**config.mk**
```make
export PLATFORM = sky130hd
export DESIGN_NAME = queue_ctrl
export DESIGN_NICKNAME = d
export VERILOG_FILES = /design/src/rtl/quickq_pkg.sv /design/src/rtl/queue_ctrl.sv
export SDC_FILE = /design/constraint.sdc
export NUM_CORES = 1
export LEC_CHECK = 0
export CAP_MARGIN = 10
export CORE_MARGIN = 8
export CORE_UTILIZATION = 40
export DETAILED_ROUTE_END_ITERATION = 8
export HOLD_SLACK_MARGIN = 0.05
export PLACE_DENSITY = 0.71
export SLEW_MARGIN = 0
export SYNTH_ARGS = -nofsm -noshare
export SYNTH_HDL_FRONTEND = slang
export SYNTH_SLANG_ARGS = --single-unit
```
**constraint.sdc**
```tcl
create_clock -name clk -period 11.65 [get_ports clk]
set_input_delay 2.33 -clock clk [delete_from_list [all_inputs] [get_ports clk]]
set_output_delay 2.33 -clock clk [all_outputs]
set_load 0.005 [all_outputs]
```
**src/rtl/quickq_pkg.sv**
```systemverilog
`default_nettype none
// +------------------------------------------------------------------+
// | quickq_pkg : key width, depth and FSM encoding for queue_ctrl     |
// | Revision   : 1.0                                                 |
// +------------------------------------------------------------------+
package quickq_pkg;

  localparam int KEY_W = 32;
  localparam int DEPTH = 16;

  typedef enum logic [1:0] {
    ST_IDLE     = 2'd0,
    ST_ENQ_SCAN = 2'd1,
    ST_DEQ_SCAN = 2'd2
  } state_e;

endpackage
`default_nettype wire

```
**src/rtl/queue_ctrl.sv**
```systemverilog
`default_nettype none
// +------------------------------------------------------------------+
// | queue_ctrl : sorted-array priority queue controller (min at 0)    |
// | Revision   : 1.0                                                 |
// +------------------------------------------------------------------+
module queue_ctrl #(
  parameter int KEY_W = quickq_pkg::KEY_W,
  parameter int DEPTH = quickq_pkg::DEPTH
) (
  input  logic             clk,
  input  logic             rst,
  input  logic             flush,
  input  logic             enq_valid,
  output logic             enq_ready,
  input  logic [KEY_W-1:0] enq_key,
  input  logic             deq_req,
  output logic             deq_ready,
  output logic             deq_valid,
  output logic [KEY_W-1:0] deq_key,
  output logic             full,
  output logic             empty,
  output logic [31:0]      count,
  input  logic [31:0]      array_cnt_out,
  output logic             cnt_rst,
  output logic             array_cnt_ld,
  output logic             array_cnt_clr,
  output logic             array_cnt_decr,
  output logic             array_cnt_inc,
  output logic [31:0]      last_index,
  output logic [31:0]      rd_addr,
  input  logic [KEY_W-1:0] rd_data,
  output logic             wr_en,
  output logic [31:0]      wr_addr,
  output logic [KEY_W-1:0] wr_data
);

  import quickq_pkg::*;

  localparam logic [31:0] DEPTH_U = 32'(DEPTH);

  state_e           state_q, state_d;
  logic [31:0]      count_q, count_d;
  logic [KEY_W-1:0] key_q, key_d;
  logic [KEY_W-1:0] deq_key_q, deq_key_d;
  logic             deq_valid_q, deq_valid_d;

  logic             deq_fire;
  logic             enq_fire;
  logic             enq_stop;
  logic             deq_stop;
  logic [32:0]      p_plus1;

  logic             cmd_rst, cmd_ld, cmd_clr, cmd_decr, cmd_inc;
  logic             wr_en_c;
  logic [31:0]      rd_addr_c, wr_addr_c;
  logic [KEY_W-1:0] wr_data_c;

  assign full       = (count_q == DEPTH_U);
  assign empty      = (count_q == '0);
  assign count      = count_q;
  assign last_index = count_q;
  assign deq_valid  = deq_valid_q;
  assign deq_key    = deq_key_q;

  // Dequeue has priority: enq_ready drops whenever a dequeue is being accepted.
  assign deq_ready = (state_q == ST_IDLE) && !empty && !flush;
  assign enq_ready = (state_q == ST_IDLE) && !full && !flush && !(deq_req && deq_ready);
  assign deq_fire  = deq_req && deq_ready;
  assign enq_fire  = enq_valid && enq_ready;

  // Unsigned <= places a new key behind any equal keys already stored.
  assign enq_stop = (array_cnt_out == '0) || (rd_data <= key_q);
  assign p_plus1  = {1'b0, array_cnt_out} + 33'd1;
  assign deq_stop = (p_plus1 >= {1'b0, count_q});

  always_ff @(posedge clk or negedge rst) begin
    if (!rst) begin
      state_q     <= ST_IDLE;
      count_q     <= '0;
      key_q       <= '0;
      deq_key_q   <= '0;
      deq_valid_q <= 1'b0;
    end else begin
      state_q     <= state_d;
      count_q     <= count_d;
      key_q       <= key_d;
      deq_key_q   <= deq_key_d;
      deq_valid_q <= deq_valid_d;
    end
  end

  always_comb begin
    state_d = state_q;
    if (flush) begin
      state_d = ST_IDLE;
    end else begin
      case (state_q)
        ST_IDLE: begin
          if (deq_fire) begin
            state_d = ST_DEQ_SCAN;
          end else if (enq_fire) begin
            state_d = ST_ENQ_SCAN;
          end
        end
        ST_ENQ_SCAN: begin
          if (enq_stop) begin
            state_d = ST_IDLE;
          end
        end
        ST_DEQ_SCAN: begin
          if (deq_stop) begin
            state_d = ST_IDLE;
          end
        end
        default: state_d = ST_IDLE;
      endcase
    end
  end

  always_comb begin
    count_d     = count_q;
    key_d       = key_q;
    deq_key_d   = deq_key_q;
    deq_valid_d = 1'b0;
    cmd_rst     = 1'b0;
    cmd_ld      = 1'b0;
    cmd_clr     = 1'b0;
    cmd_decr    = 1'b0;
    cmd_inc     = 1'b0;
    rd_addr_c   = '0;
    wr_en_c     = 1'b0;
    wr_addr_c   = '0;
    wr_data_c   = '0;
    if (flush) begin
      cmd_rst = 1'b1;
      count_d = '0;
    end else begin
      case (state_q)
        ST_IDLE: begin
          if (deq_fire) begin
            deq_key_d   = rd_data;
            deq_valid_d = 1'b1;
            cmd_clr     = 1'b1;
          end else if (enq_fire) begin
            key_d  = enq_key;
            cmd_ld = 1'b1;
          end
        end
        ST_ENQ_SCAN: begin
          // Walk down from the tail, shifting larger keys up by one slot.
          rd_addr_c = array_cnt_out - 32'd1;
          wr_en_c   = 1'b1;
          wr_addr_c = array_cnt_out;
          if (enq_stop) begin
            wr_data_c = key_q;
            if (count_q != DEPTH_U) begin
              count_d = count_q + 32'd1;
            end
          end else begin
            wr_data_c = rd_data;
            cmd_decr  = 1'b1;
          end
        end
        ST_DEQ_SCAN: begin
          if (deq_stop) begin
            if (count_q != '0) begin
              count_d = count_q - 32'd1;
            end
          end else begin
            rd_addr_c = array_cnt_out + 32'd1;
            wr_en_c   = 1'b1;
            wr_addr_c = array_cnt_out;
            wr_data_c = rd_data;
            cmd_inc   = 1'b1;
          end
        end
        default: ;
      endcase
    end
  end

  // rst is active-low: commands and writes are forced off while it is held.
  assign cnt_rst        = cmd_rst  & rst;
  assign array_cnt_ld   = cmd_ld   & rst;
  assign array_cnt_clr  = cmd_clr  & rst;
  assign array_cnt_decr = cmd_decr & rst;
  assign array_cnt_inc  = cmd_inc  & rst;
  assign wr_en          = wr_en_c  & rst;
  assign rd_addr        = rd_addr_c;
  assign wr_addr        = wr_addr_c;
  assign wr_data        = wr_data_c;

endmodule
`default_nettype wire

```
==> out/metrics.cfg, run 1 <==
[status]
status = complete, no violations

[setup_path]
startpoint = array_cnt_out[2]
crit_fanout = 29
critPathMaxStageDelay_ps = 670
crit_path_start_kind = primary input
timing.rr.end = count[28]
crit_end = wr_addr[10]
regToRegStartpoint = state_q[0]
endpoint_kind = output port
path_cells = clkdlybuf4s50_1 -> and3_1 -> nand3_1 -> or3_1 -> nor3b_1 -> and2_1 -> nand2_1 -> xnor2_1 -> ha_1 -> a21o_1 -> a21o_1 -> a21oi_1 -> o211a_2 -> o211a_1 -> nor2_1 -> nor2_1 -> buf_4 -> and2_1 -> clkdlybuf4s50_1
critical_path_class = primary input to output port
worstPathArrival_ps = 7640
worstRegToRegCells = 13
crit_required_ps = 9320
reg2reg_slack_ps = 7490
cpMaxStageDelayCell = clkdlybuf4s50_1

[drt]
first_iter_violations = 578
routed_wl_mm = 35.0
via_per_inst = 5.45
ant_nets = 0
drc = 0
dr.pass1.iters = 6
via_count = 9933
routedWlPerCell_um = 19.2

[timing]
tightest_slew_ps = 959
hold_viol_final = 0
finalCritPeriodShare = 0.856
whs_ps = 477
setup_viol = 0
period_needed_ps = 9970
relSlewSlack = 0.344
grt_setup_unrepaired = no
finalClockSkew_ps = 16.9
clock.fmax_mhz = 100
drv_slew = 0
tns_ps = 0

[placed_design]
hpwlAfterDp_mm = 27.4
port-buffer-count = 303
dp_cells = 1807
gp_congestion = 0.910

[layout]
final_cell_mix = clkdlybuf4s50_1 (302), nand2_1 (222), nor2_1 (111)
final_util = 0.548
drive_gt1_frac = 0.0359
num-nets-final = 1701
area_growth_pct = 33.9
final_common_cell = clkdlybuf4s50_1
final_cells = 1823
antenna_cells = 0

[synthesis]
synth-xor-area-share = 0.0646
synth_top_family_by_area = simple AND/OR/NAND/NOR gates
synth_area_leaders = dfrtp_1 (26%), ha_1 (13%), nand2_1 (8.7%), nor2_1 (4.4%), a21oi_1 (4.1%)
synthArstFlopShare = 1.00
ys.flop_type = dfrtp_1
synth-edff-count = 0
yosys.area.top_type_share = 0.257
synth-seq-cells = 99
ys_warn_count = 0
synth_top_area_cell = dfrtp_1
avgSynthCellArea_um2 = 7.52
syn_inst = 1281
synth.area.mux_share = 0.00442
syn-num-nets = 1483
synth_fa_ha_area_frac = 0.132
synth.distinct_cells = 76
synth_area_um2 = 9630
synth_compound_area_frac = 0.197
yosys.area_share.simple = 0.253
synth_seq_area_share = 0.257

[global_route]
overflow = 0
grt_pass1_vias = 9831
grt_start_max_net_pins = 66
antenna_found_initial = 0
grt_pass1_wl_mm = 53.9
grtUsageTotal = 0.232

[clock_network]
cts_tree = built
clock_latency_ps = 360
cts-root-buf = clkbuf_16
cts.path.max_buffers = 2
cts_setup_buffers = 0
clkTransAtPathRegs_ps = 70
cts.sinks = 99
postCtsResizedCells = 0
cts_buffers = 9
hold_buffers = 0
cts-htree-levels = 3

[run]
max_cap_violations = 0

[power]
ir_worst_vdd_mv = 0.174
p_per_area_nw_per_um2 = 161
power_leakage_uw = 0.00534
power.total_uw = 2070

[floorplanning]
chipHeight_um = 171
dieArea_um2 = 29300
io_pins = 304
rows = 56
core-area_um2 = 23500
die_x_um = 171
initial_core_util = 0.409

[hold_path]
hp-class = register to register

## sequential cells by signal (all words and copies together) (netlist names)
register	count
count	32
deq_valid	1
state_q	2
deq_key	32
key_q	32
## how the worst min path moves through the flow
stage	from	end	cells past startpoint	slack, ps
after CTS	deq_key[24]	deq_key[24]	2	480
final	deq_key[23]	deq_key[23]	2	480
after floorplan	deq_key[10]	deq_key[10]	2	470
after global placement	deq_key[20]	deq_key[20]	2	460
after global routing	deq_key[1]	deq_key[1]	2	500
after detailed placement	deq_key[23]	deq_key[23]	2	460
## metrics by stage
step           cell area, µm²  worst slack, ps
2_1_floorplan            9630             3210
4_1_cts                 12900             1630
5_1_grt                 12900             1300
6_report                12900             1680
3_5_place_dp            12600             1670
3_3_place_gp            12600             1740
## metal layers
metal / vias up / track usage / wire (µm)
met5: - / 0 / 0
met4: 0 / 0.0915 / 1240
met3: 52 / 0.0744 / 3310
met2: 362 / 0.378 / 16000
met1: 4642 / 0.281 / 14400
li1: 4877 / - / -
## kinds of logic after synthesis
family | Yosys count
simple gates | 523
compound gates | 292
buf+inv | 191
fa+ha+maj | 101
flops | 99
xor+xnor | 71
mux | 4
## worst max-delay path: cells and delay by family
family,cells,cell delay [ps]
AOI/OAI and AO/OA,5,1120
xor gates and xnor gates,1,160
adders and majority gates,1,200
buffers and inverters,3,1480
and+or+nand+nor,9,2340
## synth_stat cells (3+ instances only)
| master | n |
|---|---|
| a31oi_1 | 6 |
| nor2b_1 | 3 |
| o211ai_1 | 4 |
| nor3b_1 | 6 |
| or4_1 | 5 |
| o31ai_1 | 3 |
| buf_2 | 17 |
| a21o_1 | 23 |
| and3_1 | 8 |
| o21ai_0 | 63 |
| nand4_1 | 22 |
| nor3_1 | 35 |
| a22oi_1 | 52 |
| dfrtp_1 | 99 |
| nor2_1 | 112 |
| a211oi_1 | 15 |
| clkbuf_1 | 50 |
| o21a_1 | 4 |
| a21oi_1 | 78 |
| a21boi_0 | 3 |
| xnor2_1 | 40 |
| nand2b_1 | 7 |
| buf_1 | 4 |
| and2_1 | 34 |
| buf_4 | 36 |
| ha_1 | 100 |
| a221oi_1 | 9 |
| nor4_1 | 13 |
| nand2_1 | 222 |
| inv_1 | 81 |
| o221ai_1 | 3 |
| or2_2 | 5 |
| nand3_1 | 23 |
| or3_1 | 11 |
| xor2_1 | 31 |
## final cells by class
cell class | instances | area, µm²
fillers | 2281 | 10600
multi-input cells | 991 | 6280
repair buffers | 316 | 3130
flip-flops and latches | 99 | 2480
well taps | 319 | 399
inverters | 82 | 308
clock buffers | 12 | 246
clock inverters | 4 | 58.8
## power breakdown
group	switching [µW]	internal, µW
logic	698	506
clock network	145	175
registers	85.0	465
total	928	1150
Note: power is estimated with default switching activity, not from simulation.
==> run 2: changes to the inputs <==
--- a/config.mk
+++ b/config.mk
@@ -7,10 +7,10 @@
 export LEC_CHECK = 0
 export CAP_MARGIN = 10
 export CORE_MARGIN = 8
-export CORE_UTILIZATION = 40
+export CORE_UTILIZATION = 52
 export DETAILED_ROUTE_END_ITERATION = 8
-export HOLD_SLACK_MARGIN = 0.05
-export PLACE_DENSITY = 0.71
+export GPL_ROUTABILITY_DRIVEN = 0
+export PLACE_DENSITY = 0.88
 export SLEW_MARGIN = 0
 export SYNTH_ARGS = -nofsm -noshare
 export SYNTH_HDL_FRONTEND = slang
==> out/metrics.cfg, run 2 (synthesis results as in run 1) <==
[status]
status = complete, no violations

[layout]
final_cell_mix = clkdlybuf4s50_1 (302), nand2_1 (222), nor2_1 (111)
final_common_cell = clkdlybuf4s50_1
area_growth_pct = 32.6
final_cells = 1732  ; -5.0%
fillers = 1448  ; -37%
num-nets-final = 1699  ; -0.12%
drive_gt1_frac = 0.0360  ; +0.0000478

[timing]
finalClockSkew_ps = 12.1  ; -4.77 ps
clock.fmax_mhz = 94.4  ; -5.8%
setup_viol = 0  ; unchanged
fin_ws_ps = 1060  ; -617 ps
relSlewSlack = 0.259  ; -0.0847
tns_ps = 0  ; unchanged
hold_viol_final = 0  ; unchanged
drv_slew = 0  ; unchanged
grt_setup_unrepaired = no
finalCritPeriodShare = 0.909  ; +0.0529
period_needed_ps = 10590  ; +617 ps
tightest_slew_ps = 1100  ; +145 ps

[floorplanning]
die_x_um = 152  ; -11%
core-area_um2 = 18100  ; -23%
rows = 49  ; -13%
initial_core_util = 0.532  ; +0.123
chipHeight_um = 152  ; -11%
dieArea_um2 = 23100  ; -21%
io_pins = 304  ; unchanged

[setup_path]
worstRegToRegCells = 10  ; -3
crit_fanout = 34  ; +17%
reg2reg_slack_ps = 6670  ; -820 ps
crit_required_ps = 9320  ; about the same
worstPathArrival_ps = 8260  ; +620 ps
endpoint_kind = output port
crit_path_start_kind = primary input
timing.rr.end = key_q[0]
critical_path_class = primary input to output port
regToRegStartpoint = count[0]

[global_route]
grt_pass1_wl_mm = 55.4  ; +2.8%
grtUsageTotal = 0.291  ; +0.0590
antenna_found_initial = 2  ; +2
grt_pass1_vias = 10494  ; +6.7%
overflow = 0  ; unchanged
grt_start_max_net_pins = 69  ; +4.5%

[drt]
via_count = 10351  ; +4.2%
routed_wl_mm = 34.3  ; -1.9%
ant_nets = 0  ; unchanged
drc = 0  ; unchanged
first_iter_violations = 765  ; +32%
routedWlPerCell_um = 19.8  ; +3.3%
dr.pass1.iters = 6  ; unchanged
via_per_inst = 5.98  ; +9.7%

[clock_network]
clock_latency_ps = 360  ; about the same
cts_tree = built
clkTransAtPathRegs_ps = 70  ; about the same
cts-root-buf = clkbuf_16
hold_buffers = 0  ; unchanged
cts.path.max_buffers = 2  ; unchanged
postCtsResizedCells = 0  ; unchanged
cts_setup_buffers = 0  ; unchanged
cts.sinks = 99  ; unchanged
cts_buffers = 9  ; unchanged
cts-htree-levels = 3  ; unchanged

[hold_path]
hp-class = register to register
holdPathStages = 2  ; unchanged
min_from = deq_key[28]
hold_path_end = deq_key[28]

[placed_design]
dp_cells = 1715  ; -5.1%
dpl_worst_slack_ps = 1100  ; -572 ps
hpwlAfterDp_mm = 26.5  ; -3.3%
port-buffer-count = 303  ; unchanged

[power]
power_leakage_uw = 0.00533  ; -0.26%
p_per_area_nw_per_um2 = 163  ; +1.2%
ir_worst_vdd_mv = 0.174  ; -0.30%

[run]
max_cap_violations = 0  ; unchanged

[run 2: how the worst max path moves through the flow]
stage / from / endpoint / slack, ps / depth (start not counted)
3_5_place_dp: array_cnt_out[0] / wr_addr[17] / 1100 / 20
3_3_place_gp: array_cnt_out[0] / wr_addr[2] / 1050 / 19
6_report: array_cnt_out[0] / wr_addr[17] / 1060 / 20
2_1_floorplan: array_cnt_out[2] / wr_addr[20] / 3210 / 21
5_1_grt: array_cnt_out[0] / wr_addr[17] / 670 / 20
4_1_cts: array_cnt_out[0] / wr_addr[17] / 1090 / 20
[run 2: metal layers]
layer / part of all wire / track usage / vias up
met5: 0.00038 / 0 / -
met1: 0.38 / 0.331 / 4882
met2: 0.48 / 0.498 / 526
met4: 0.031 / 0.117 / 2
li1: - / - / 4866
met3: 0.11 / 0.0942 / 75
[run 2: layout make-up]
cell class                 count  area [µm²]  area share
clock buffer                   9         225      0.0176
antenna                        1        2.50    0.000196
tap                          229         287      0.0224
inverter                      82         308      0.0241
timing repair buffer         314        3120       0.244
clock inverter                 7        82.6     0.00646
sequential                    99        2480       0.194
multi-input combinational    991        6280       0.491
[run 2: worst max-delay path: stages]
cell and delay (ps):
clkdlybuf4s50_1 730, and3_1 330, nand3_1 170, or3_1 470, nor3b_1 500, and2_1 270
nand2_1 90, xnor2_1 160, ha_1 200, a21o_1 170, a21o_1 170, a21oi_1 170
o211a_2 210, o211a_1 140, buf_4 340, nor2_1 190, nor2_1 710, buf_6 240
and2_1 140, clkdlybuf4s50_1 500
[run 2: power breakdown]
group / leakage [µW] / switching [µW] / internal [µW] / total [µW]
Combinational: 0.00390 / 704 / 507 / 1210
Sequential: 0.00128 / 85.3 / 465 / 550
Clock: 0.000145 / 148 / 170 / 318
[run 2: through the flow]
stage	hold WS (ps)	power, µW	utilization	instance area, µm²
after floorplan	470	1280	-	9630
after global placement	456	1710	0.689	12500
after global routing	496	2250	0.706	12800
final	480	2080	0.706	12800
after detailed placement	462	1750	0.689	12500
after CTS	480	2080	0.706	12800
==> run 3: changes to the inputs <==
--- a/config.mk
+++ b/config.mk
@@ -11,6 +11,7 @@
 export DETAILED_ROUTE_END_ITERATION = 8
 export GPL_ROUTABILITY_DRIVEN = 0
 export PLACE_DENSITY = 0.88
+export SKIP_LAST_GASP = 1
 export SLEW_MARGIN = 0
 export SYNTH_ARGS = -nofsm -noshare
 export SYNTH_HDL_FRONTEND = slang
==> results of run 3 <==
The final DEF is identical to that of run 2; final timing and power are the same.
